$ cat src/rtl/three_bit_counter_pkg.sv
// Shared constants and types for the three_bit_counter block.
// Optional saturation mode is selected with the THREE_BIT_COUNTER_SAT_EN macro.
package three_bit_counter_pkg;

    localparam int CNT_WIDTH_DEFAULT = 3;

    localparam logic DIR_DOWN = 1'b0;
    localparam logic DIR_UP   = 1'b1;

    typedef logic [CNT_WIDTH_DEFAULT-1:0] cnt_t;

endpackage : three_bit_counter_pkg

$ cat src/rtl/three_bit_counter_next.sv
// Combinational next-count and terminal-count calculator for three_bit_counter.
// THREE_BIT_COUNTER_SAT_EN defined: pin at the limits; undefined: modulo wrap.
module three_bit_counter_next
    import three_bit_counter_pkg::*;
#(
    parameter int WIDTH = CNT_WIDTH_DEFAULT
) (
    input  logic [WIDTH-1:0] count,
    input  logic             up_down,
    output logic [WIDTH-1:0] count_next,
    output logic             tc
);

    localparam logic [WIDTH-1:0] CNT_MAX = '1;
    localparam logic [WIDTH-1:0] CNT_ONE = WIDTH'(1);

    logic             at_limit;
    logic [WIDTH-1:0] stepped;

    // NOTE: combinational logic uses blocking '=' and assigns every output
    // before any branch, so no path can leave a value held (no latch).
    always_comb begin
        at_limit   = (up_down == DIR_UP) ? (count == CNT_MAX) : (count == '0);
        stepped    = (up_down == DIR_UP) ? (count + CNT_ONE) : (count - CNT_ONE);
        tc         = at_limit;
        count_next = stepped;
`ifdef THREE_BIT_COUNTER_SAT_EN
        if (at_limit) begin
            count_next = count;
        end
`endif
    end

endmodule : three_bit_counter_next

$ cat src/rtl/three_bit_counter.sv
// Up/down WIDTH-bit counter with terminal-count flag and async active-high reset.
// Saturating behaviour is enabled by defining THREE_BIT_COUNTER_SAT_EN.
module three_bit_counter
    import three_bit_counter_pkg::*;
#(
    parameter int WIDTH = CNT_WIDTH_DEFAULT
) (
    input  logic             clk,
    input  logic             rst,
    input  logic             up_down,
    output logic [WIDTH-1:0] count,
    output logic             tc
);

    // Initialiser gives a defined value in simulation before the first reset.
    logic [WIDTH-1:0] count_q = '0;
    logic [WIDTH-1:0] count_d;

    three_bit_counter_next #(
        .WIDTH(WIDTH)
    ) u_next (
        .count     (count_q),
        .up_down   (up_down),
        .count_next(count_d),
        .tc        (tc)
    );

    // NOTE: sequential state uses non-blocking '<=' so every register
    // samples pre-edge values, independent of block ordering.
    always_ff @(posedge clk or posedge rst) begin
        if (rst) begin
            count_q <= '0;
        end else begin
            count_q <= count_d;
        end
    end

    assign count = count_q;

endmodule : three_bit_counter

$ cat config.mk
export PLATFORM = sky130hd
export DESIGN_NAME = three_bit_counter
export DESIGN_NICKNAME = d
export VERILOG_FILES = /design/src/rtl/three_bit_counter_pkg.sv /design/src/rtl/three_bit_counter_next.sv /design/src/rtl/three_bit_counter.sv
export SDC_FILE = /design/constraint.sdc
export NUM_CORES = 1
export LEC_CHECK = 0
export BUFFER_PORTS_ARGS = -buffer_cell sky130_fd_sc_hd__clkbuf_2
export CORE_AREA = 2 2 39 41
export DETAILED_ROUTE_END_ITERATION = 8
export DIE_AREA = 0 0 41 43
export GPL_TIMING_DRIVEN = 0
export PLACE_DENSITY = 0.3
export SYNTH_ARGS = -nofsm -noshare
export SYNTH_HDL_FRONTEND = slang
export SYNTH_SLANG_ARGS = --single-unit
$ cat constraint.sdc
create_clock -name clk -period 1.18 [get_ports clk]
set_input_delay 0.177 -clock clk [delete_from_list [all_inputs] [get_ports clk]]
set_output_delay 0.177 -clock clk [all_outputs]
set_load 0.005 [all_outputs]
==> results of run 1 <==
==> repair_timing <==
item                                    4_1_cts  5_1_grt
gates resized for setup                       3        0
pin swaps                                     3        0
endpoints found under the hold margin         3        0
setup buffers                                 3        0
hold buffers                                  1        0
endpoints found under the setup margin        2        3
==> critical path, delay by kind of cell (launching register included) <==
kind / cells / cell delay, ns
flops: 1 / 0.36
buf+inv: 1 / 0.10
simple gates: 2 / 0.56
==> metal layers <==
layer,GRT usage (%),routed length (µm),vias to the layer above
met5,0,0,-
li1,-,-,64
met2,7.19,196,4
met4,8.00,0,0
met1,4.19,109,64
met3,3.14,31,0
==> cell usage after synthesis, drive strengths merged <==
master | number | area (µm²)
dfrtp | 3 | 75.1
fa | 1 | 20.0
inv | 3 | 11.3
nand2 | 1 | 3.75
nand4 | 1 | 6.26
or4 | 1 | 7.51
xnor2 | 2 | 17.5
==> cells by family (layout without fill, tap and decap cells) <==
kind of cell  after synthesis  in the layout
flops                       3              3
simple gates                3              3
buf+inv                     3             17
xor+xnor                    2              2
fa+ha+maj                   1              1
==> where the power goes <==
group / internal, µW / switching [µW]
sequential: 140 / 32.3
combinational: 158 / 92.9
clock: 127 / 53.0
==> final cells by class <==
cell class	instances	area (µm²)
Clock buffer	4	26.3
Sequential cell	3	75.1
Tap cell	16	20.0
Timing Repair Buffer	10	70.1
Fill cell	156	1120
Multi-Input combinational cell	6	65.1
Inverter	3	11.3
==> stage by stage <==
stage                     utilization [%]  worst slack (ns)  TNS (ns)  hold slack, ns  std cells
after global placement               14.0           -0.0811   -0.0811          0.0236         34
final                                19.3            -0.254    -0.454           0.284         42
after detailed placement             14.0           -0.0725   -0.0813          0.0276         34
after CTS                            19.3            -0.266    -0.475           0.282         42
after global routing                 19.3            -0.292    -0.566           0.305         42
after floorplan                         -            0.0220         0         -0.0694         12
==> worst paths after layout <==
check | from | endpoint | slack, ns | cells after the start
max reg2reg | count[1]$_DFF_PP0_ | count[2]$_DFF_PP0_ | -0.18 | 5
max | count[1]$_DFF_PP0_ | tc | -0.25 | 3
min | up_down | count[2]$_DFF_PP0_ | 0.28 | 3
min reg2reg | count[0]$_DFF_PP0_ | count[0]$_DFF_PP0_ | 0.56 | 2
max in group asynchronous | rst | count[1]$_DFF_PP0_ | 0.72 | 3
min in group asynchronous | rst | count[0]$_DFF_PP0_ | 0.34 | 3
==> impl_metrics.py, run 1 <==
metrics = {
    "grt": {
        "grt_pass1_vias": 146,
        "antenna_found_initial": 0,
        "grt_max_degree": 5,
        "grt_pass1_wl_um": 558,
        "grt_overflow": 0,
        "gr-usage-all-layers_pct": 5.43,
    },
    "final_layout": {
        "fin_area_um2": 268,
        "areaGrowthSynthToFinish_pct": 89.4,
        "antennaDiodeCount": 0,
        "largest_register_ff_count": 3,
        "fin_nets": 31,
        "layout_common_cells": "6 x clkbuf_2, 3 x inv_1, 3 x clkbuf_4, 3 x dfrtp_1, 2 x buf_6",
        "final_common_cell": "clkbuf_2",
        "drive_gt1_share_pct": 53.8,
    },
    "clocking": {
        "clock_latency_ns": 0.23,
        "cts-root-buf": "clkbuf_4",
        "cts_tree": "built",
        "h-tree-depth": 1,
        "cts_buffers": 3,
        "cts.clk_slew.worst_paths_ns": 0.04,
        "clockBufferDepth": 2,
        "cts.sinks": 3,
    },
    "critical_path": {
        "cp_cell_sequence": "or4_1 > nand2_1 > clkbuf_2",
        "worstSetupPathType": "reg2out",
        "required_ns": 1.00,
        "critPathSlowestCell": "or4_1",
        "cp_slowest_stage_delay_ns": 0.49,
        "cp-end-kind": "output port",
        "cp_max_fo": 2,
        "arrival_ns": 1.26,
        "cp-start-kind": "register",
    },
    "logic_synthesis": {
        "synth_xor_area_share_pct": 12.4,
        "synth_compound_area_share_pct": 0,
        "syn_inst": 12,
        "synth_top_family_by_area": "adder cells",
        "ys_seq_area_share_pct": 53.1,
        "yosys.area_share.simple_pct": 12.4,
        "synth_cell_type_count": 7,
        "syn_avg_cell_area_um2": 11.8,
        "yosys_warnings": 0,
        "synth-adder-area-share_pct": 14.2,
        "syn-cell-area_um2": 141,
        "synth_nets": 16,
        "synthMuxAreaShare_pct": 0,
        "ys_ff_latch": 3,
    },
    "power_and_ir_drop": {
        "powerDensity_mw_per_mm2": 2250,
        "ir_drop_uv": 373,
        "power_leakage_uw": 0.000139,
        "p_total_uw": 603,
    },
    "timing": {
        "setup_viol": 3,
        "worst_pin_slew_ns": 0.164,
        "layout_worst_path_cycle_share_pct": 122,
        "hold_viol": 0,
        "period_minus_slack_ns": 1.43,
        "setup_ws_ns": -0.254,
        "fmax_mhz": 697,
        "skew_ns": 0.00129,
        "slew_headroom_pct": 89.1,
        "drv_slew": 0,
        "rsz0062_at_grt": "yes",
    },
    "drt": {
        "wirelength_um": 337,
        "ant_nets": 0,
        "vias": 132,
        "first_pass_iters": 1,
        "routed_via_density": 3.14,
        "drcViolationCount": 0,
        "avgRoutedWirePerCell_um": 8.02,
        "dr.first_iter.drc_count": 0,
    },
    "min_path": {
        "min_path_type": "in2reg",
    },
    "placed_design": {
        "place_area_um2": 194,
        "gp_congestion": 0.496,
        "numPortBuffers": 6,
    },
    "floorplanning": {
        "core_mm2": 0.00138,
        "die_h_um": 43,
        "die-area_mm2": 0.00176,
        "rows": 14,
        "io_pins": 7,
        "fp.dieW_um": 41,
        "initial_utilization_pct": 10.2,
    },
    "status": {
        "status": "finished with violations",
        "failed_checks": "setup timing",
    },
    "job": {
        "maxCapViolations": 0,
    },
}
Note: power is estimated with default switching activity, not from simulation.
==> run 2: changes to the inputs <==
- ABC_AREA: unset -> 1
==> impl_metrics.py, run 2 <==
metrics = {
    "placed_design": {
        "dp_slack_ns": 0.0565,
        "dp_cells": 41,
        "dp.final_hpwl_um": 300,
        "place_area_um2": 206,
        "numPortBuffers": 6,
        "gp_congestion": 0.531,
    },
    "grt": {
        "antenna_found_initial": 0,
        "grt_max_degree": 5,
        "grt_pass1_vias": 189,
        "grt_pass1_wl_um": 703,
        "grt_overflow": 0,
        "gr-usage-all-layers_pct": 6.22,
    },
    "critical_path": {
        "critPathCapture": "tc",
        "cp_top_family": "flip-flops",
        "cp-end-kind": "output port",
        "r2r_slack_ns": 0.07,
        "required_ns": 1.00,
        "arrival_ns": 1.01,
        "timing.rr.end": "count[2]$_DFF_PP0_",
        "critPathSlowestCell": "dfrtp_2",
        "cp-start-kind": "register",
        "crit_buf_inv": 1,
        "cp_cell_sequence": "nor2_2 > nand3_1 > nand2_1 > clkbuf_2",
        "cp_num_cells": 4,
        "cp_max_fo": 4,
        "worstSetupPathType": "reg2out",
        "reg2reg_from": "count[0]$_DFF_PP0_",
        "crit_start": "count[0]$_DFF_PP0_",
        "reg2reg_depth": 4,
        "cp_slowest_stage_delay_ns": 0.43,
    },
    "logic_synthesis": {
        "synth_area_leaders": "dfrtp_1 48%, nand2_1 14%, fa_1 13%",
        "ys_ff_latch": 3,
        "netlist_top_cells_count": "6 x nand2_1, 4 x inv_1, 3 x dfrtp_1",
        "ys_seq_area_share_pct": 48.0,
        "syn_inst": 19,
        "synth_nets": 23,
        "synth_top_cell_area_share_pct": 48.0,
        "synth_edf_count": 0,
        "yosysMostFrequentCell": "nand2_1",
        "syn-cell-area_um2": 156,
        "synth_flop_cell": "dfrtp_1",
        "yosys.area.top_type": "dfrtp_1",
        "synthArstFlopShare_pct": 100,
        "synth_cell_type_count": 8,
        "syn_avg_cell_area_um2": 8.23,
        "yosys_warnings": 0,
    },
    "timing": {
        "slew_headroom_pct": 87.7,
        "rsz0062_at_grt": "yes",
        "layout_worst_path_cycle_share_pct": 100,
        "skew_ns": 0.000185,
        "worst_pin_slew_ns": 0.184,
        "fmax_mhz": 844,
        "timing.hold.ws_ns": 0.289,
        "drv_slew": 0,
        "period_minus_slack_ns": 1.18,
        "setup_viol": 1,
        "hold_viol": 0,
        "setup_ws_ns": -0.00434,
    },
    "final_layout": {
        "drive_gt1_share_pct": 41.9,
        "fin_nets": 36,
        "antennaDiodeCount": 0,
        "areaGrowthSynthToFinish_pct": 62.4,
        "largest_register_ff_count": 3,
        "fin_area_um2": 254,
        "fillers": 164,
        "stdcell_count": 47,
        "layout_common_cells": "6 x nand2_1, 6 x clkbuf_2, 4 x inv_1",
    },
    "drt": {
        "vias": 161,
        "ant_nets": 0,
        "dr.first_iter.drc_count": 1,
        "routed_via_density": 3.43,
        "drcViolationCount": 0,
        "first_pass_iters": 4,
        "wirelength_um": 385,
        "avgRoutedWirePerCell_um": 8.19,
    },
    "floorplanning": {
        "fp.dieW_um": 41,
        "rows": 14,
        "core_mm2": 0.00138,
        "io_pins": 7,
        "die_h_um": 43,
        "initial_utilization_pct": 11.3,
        "die-area_mm2": 0.00176,
    },
    "power_and_ir_drop": {
        "powerDensity_mw_per_mm2": 1990,
        "power_leakage_uw": 0.000146,
        "ir_drop_uv": 327,
    },
    "clocking": {
        "cts.clk_slew.worst_paths_ns": 0.03,
        "h-tree-depth": 1,
        "cts.sinks": 3,
        "cts_tree": "built",
        "clock_latency_ns": 0.23,
        "clockBufferDepth": 2,
        "cts_buffers": 3,
        "cts-root-buf": "clkbuf_4",
    },
    "status": {
        "status": "finished with violations",
        "failed_checks": "setup timing",
    },
    "min_path": {
        "min_path_type": "in2reg",
        "hold_start": "up_down",
    },
    "job": {
        "maxCapViolations": 0,
    },
}
-- run 2: changes by cell type after synthesis --
cell / before / now
xnor2_1: 2 / 0
or4_1: 1 / 0
inv_2: 0 / 1
nand2_1: 1 / 6
nor2_1: 0 / 1
inv_1: 3 / 4
nand3_1: 0 / 2
-- run 2: logic make-up (layout without fill, tap and decap cells) --
family	after synthesis	after routing	share of synthesized area, %
simple gates	10	10	27.2
flops	3	3	48.0
fa+ha+maj	1	1	12.8
buf+inv	5	17	12.0
-- run 2: routing by layer --
layer / part of all wire (%) / up-vias / wire length, µm / track usage, %
met3: 8.6 / 0 / 33 / 1.57
met4: 0 / 0 / 0 / 6.00
met1: 49 / 75 / 187 / 7.37
li1: - / 79 / - / -
met5: 0 / - / 0 / 0
met2: 43 / 7 / 164 / 8.44
-- run 2: repair_timing --
action | CTS | global route
hold buffers | 1 | 0
gates resized for setup | 1 | 1
pin swaps | 0 | 1
setup buffers | 1 | 0
setup endpoints to repair | 1 | 2
hold endpoints to repair | 3 | 0
-- run 2: where the power goes --
group          leakage (µW)  switching (µW)  total (µW)  internal [µW]
Combinational     0.0000989            73.1         141           67.6
Clock             0.0000150            49.5         176            126
Sequential        0.0000323            50.0         189            139
Total              0.000146             173         506            333
-- run 2: through the flow --
stage          setup TNS [ns]  util (%)  power (µW)
3_3_place_gp                0      14.9         319
5_1_grt               -0.0868      18.4         561
2_1_floorplan               0         -         252
6_report             -0.00434      18.4         506
3_5_place_dp                0      14.9         328
4_1_cts               -0.0148      18.2         517
-- run 2: how the worst min path moves through the flow --
stage,cells after the start,end
after CTS,4,count[2]$_DFF_PP0_
after global routing,4,count[2]$_DFF_PP0_
final,4,count[2]$_DFF_PP0_
after detailed placement,2,count[2]$_DFF_PP0_
after global placement,2,count[2]$_DFF_PP0_
after floorplan,1,count[0]$_DFF_PP0_
-- run 2: layout make-up --
class	count	area, µm²	area share [%]
clock buffer	4	26.3	10.3
inverter	5	18.8	7.39
multi-input combinational	11	65.1	25.6
sequential	3	76.3	30.0
tap	16	20.0	7.88
timing repair buffer	8	47.5	18.7
-- run 2: worst min-delay path: cells and delay by family --
| kind | cells | cell delay, ns |
|---|---|---|
| and+or+nand+nor | 3 | 0.20 |
| buffers and inverters | 1 | 0.10 |
==> run 3: changes to the inputs <==
- CELL_PAD_IN_SITES_DETAIL_PLACEMENT: unset -> 1
- CELL_PAD_IN_SITES_GLOBAL_PLACEMENT: unset -> 1
- PLACE_DENSITY: 0.3 -> 0.37
==> impl_metrics.py, run 3 (synthesized netlist as in run 2, its figures left out) <==
metrics = {
    "critical_path": {
        "critPathCapture": "tc",
        "cp_max_fo": 4,
        "required_ns": 1.00,
        "cp-end-kind": "output port",
        "reg2reg_depth": 4,
        "cp-start-kind": "register",
        "worstSetupPathType": "reg2out",
        "r2r_slack_ns": 0.07,
        "timing.rr.end": "count[2]$_DFF_PP0_",
        "arrival_ns": 1.00,
        "reg2reg_from": "count[0]$_DFF_PP0_",
        "crit_start": "count[0]$_DFF_PP0_",
    },
    "final_layout": {
        "antennaDiodeCount": 0,
        "layout_common_cells": "6 x nand2_1, 6 x clkbuf_2, 4 x inv_1",
        "largest_register_ff_count": 3,
        "fillers": 170,
        "fin_nets": 36,
        "postLayoutCoreUtil_pct": 18.4,
        "layout.area.seq_um2": 76.3,
        "drive_gt1_share_pct": 41.9,
        "multi_input_area_um2": 65.1,
        "areaGrowthSynthToFinish_pct": 62.4,
    },
    "timing": {
        "fmax_mhz": 851,
        "worst_pin_slew_ns": 0.165,
        "drv_slew": 0,
        "hold_viol": 0,
        "period_minus_slack_ns": 1.17,
        "setup_ws_ns": 0.00551,
        "skew_ns": 0.00256,
        "rsz0062_at_grt": "yes",
        "timing.hold.ws_ns": 0.309,
        "slew_headroom_pct": 89.0,
        "setup_viol": 0,
        "layout_worst_path_cycle_share_pct": 99.5,
    },
    "floorplanning": {
        "initial_utilization_pct": 11.3,
        "fp.dieW_um": 41,
        "io_pins": 7,
        "die_h_um": 43,
        "rows": 14,
        "die-area_mm2": 0.00176,
        "core_mm2": 0.00138,
    },
    "power_and_ir_drop": {
        "ir_drop_uv": 394,
        "clock_power_share_pct": 36.0,
        "power_frac_seq_pct": 35.9,
        "intPower_uw": 334,
        "p_sw_share_pct": 34.1,
        "power_frac_comb_pct": 28.1,
        "powerDensity_mw_per_mm2": 2000,
        "power_leakage_uw": 0.000146,
        "p_total_uw": 507,
        "switchingPower_uw": 173,
    },
    "placed_design": {
        "dp.final_hpwl_um": 297,
        "dp_slack_ns": 0.0383,
        "numPortBuffers": 6,
        "gp_congestion": 0.557,
    },
    "grt": {
        "grt_pass1_vias": 166,
        "grt_max_degree": 5,
        "grt_overflow": 0,
        "antenna_found_initial": 0,
        "grt_pass1_wl_um": 600,
        "gr-usage-all-layers_pct": 5.73,
    },
    "drt": {
        "vias": 158,
        "first_pass_iters": 4,
        "wirelength_um": 385,
        "dr.first_iter.drc_count": 3,
        "ant_nets": 0,
        "avgRoutedWirePerCell_um": 8.19,
        "drcViolationCount": 0,
        "routed_via_density": 3.36,
    },
    "clocking": {
        "cts_buffers": 3,
        "cts_tree": "built",
        "cts.sinks": 3,
        "cts-root-buf": "clkbuf_4",
        "clock_latency_ns": 0.24,
        "h-tree-depth": 1,
        "cts.clk_slew.worst_paths_ns": 0.04,
        "clockBufferDepth": 2,
    },
    "status": {
        "status": "completed",
    },
    "min_path": {
        "hold_start": "up_down",
        "whs_path_depth": 4,
        "min_path_type": "in2reg",
    },
    "job": {
        "maxCapViolations": 0,
    },
}
==> run 3: cell counts in the layout (fill, tap and decap cells not counted) <==
Identical to the previous run, type by type.
==> run 3: metrics by stage <==
stage	instances	TNS [ns]	instance area, µm²
2_1_floorplan	19	0	156
3_3_place_gp	41	0	206
3_5_place_dp	41	0	206
4_1_cts	47	-0.0210	250
5_1_grt	47	-0.104	254
6_report	47	0	254
==> run 3: power by group through the flow <==
stage | clock (µW) | combinational (µW) | sequential, µW
after global routing | 203 | 167 | 189
final | 183 | 142 | 182
after detailed placement | 0 | 147 | 183
after global placement | 0 | 143 | 183
after CTS | 192 | 149 | 181
after floorplan | 0 | 74.3 | 177
==> run 3: layout make-up <==
class / instances / area share, %
clock buffers: 4 / 10.3
inverters: 5 / 7.39
multi-input cells: 11 / 25.6
flip-flops and latches: 3 / 30.0
well taps: 16 / 7.88
repair buffers: 8 / 18.7
==> run 3: worst min path at each step <==
stage                    endpoint  slack [ns]
2_1_floorplan  count[0]$_DFF_PP0_       -0.07
3_3_place_gp   count[2]$_DFF_PP0_        0.03
3_5_place_dp   count[2]$_DFF_PP0_        0.03
4_1_cts        count[2]$_DFF_PP0_        0.32
5_1_grt        count[1]$_DFF_PP0_        0.33
6_report       count[2]$_DFF_PP0_        0.31
==> run 3: timing repair <==
action	in CTS	in global routing
hold endpoints to repair	3	0
setup buffers	1	0
gates resized for setup	0	2
pin swaps	0	1
endpoints found under the setup margin	1	2
hold buffers	1	0
==> run 3: critical path, cell delays in order, from the launching register on <==
cell      delay (ns)
dfrtp_2         0.43
nor2_2          0.11
nand3_1         0.07
nand2_1         0.06
clkbuf_2        0.10
==> run 3: routing by layer <==
layer	vias to the layer above	GRT usage, %	part of all wire (%)
met2	5	7.19	48
met1	72	5.16	44
met3	0	6.28	8.3
li1	81	-	-
met5	-	0	0
met4	0	4.00	0
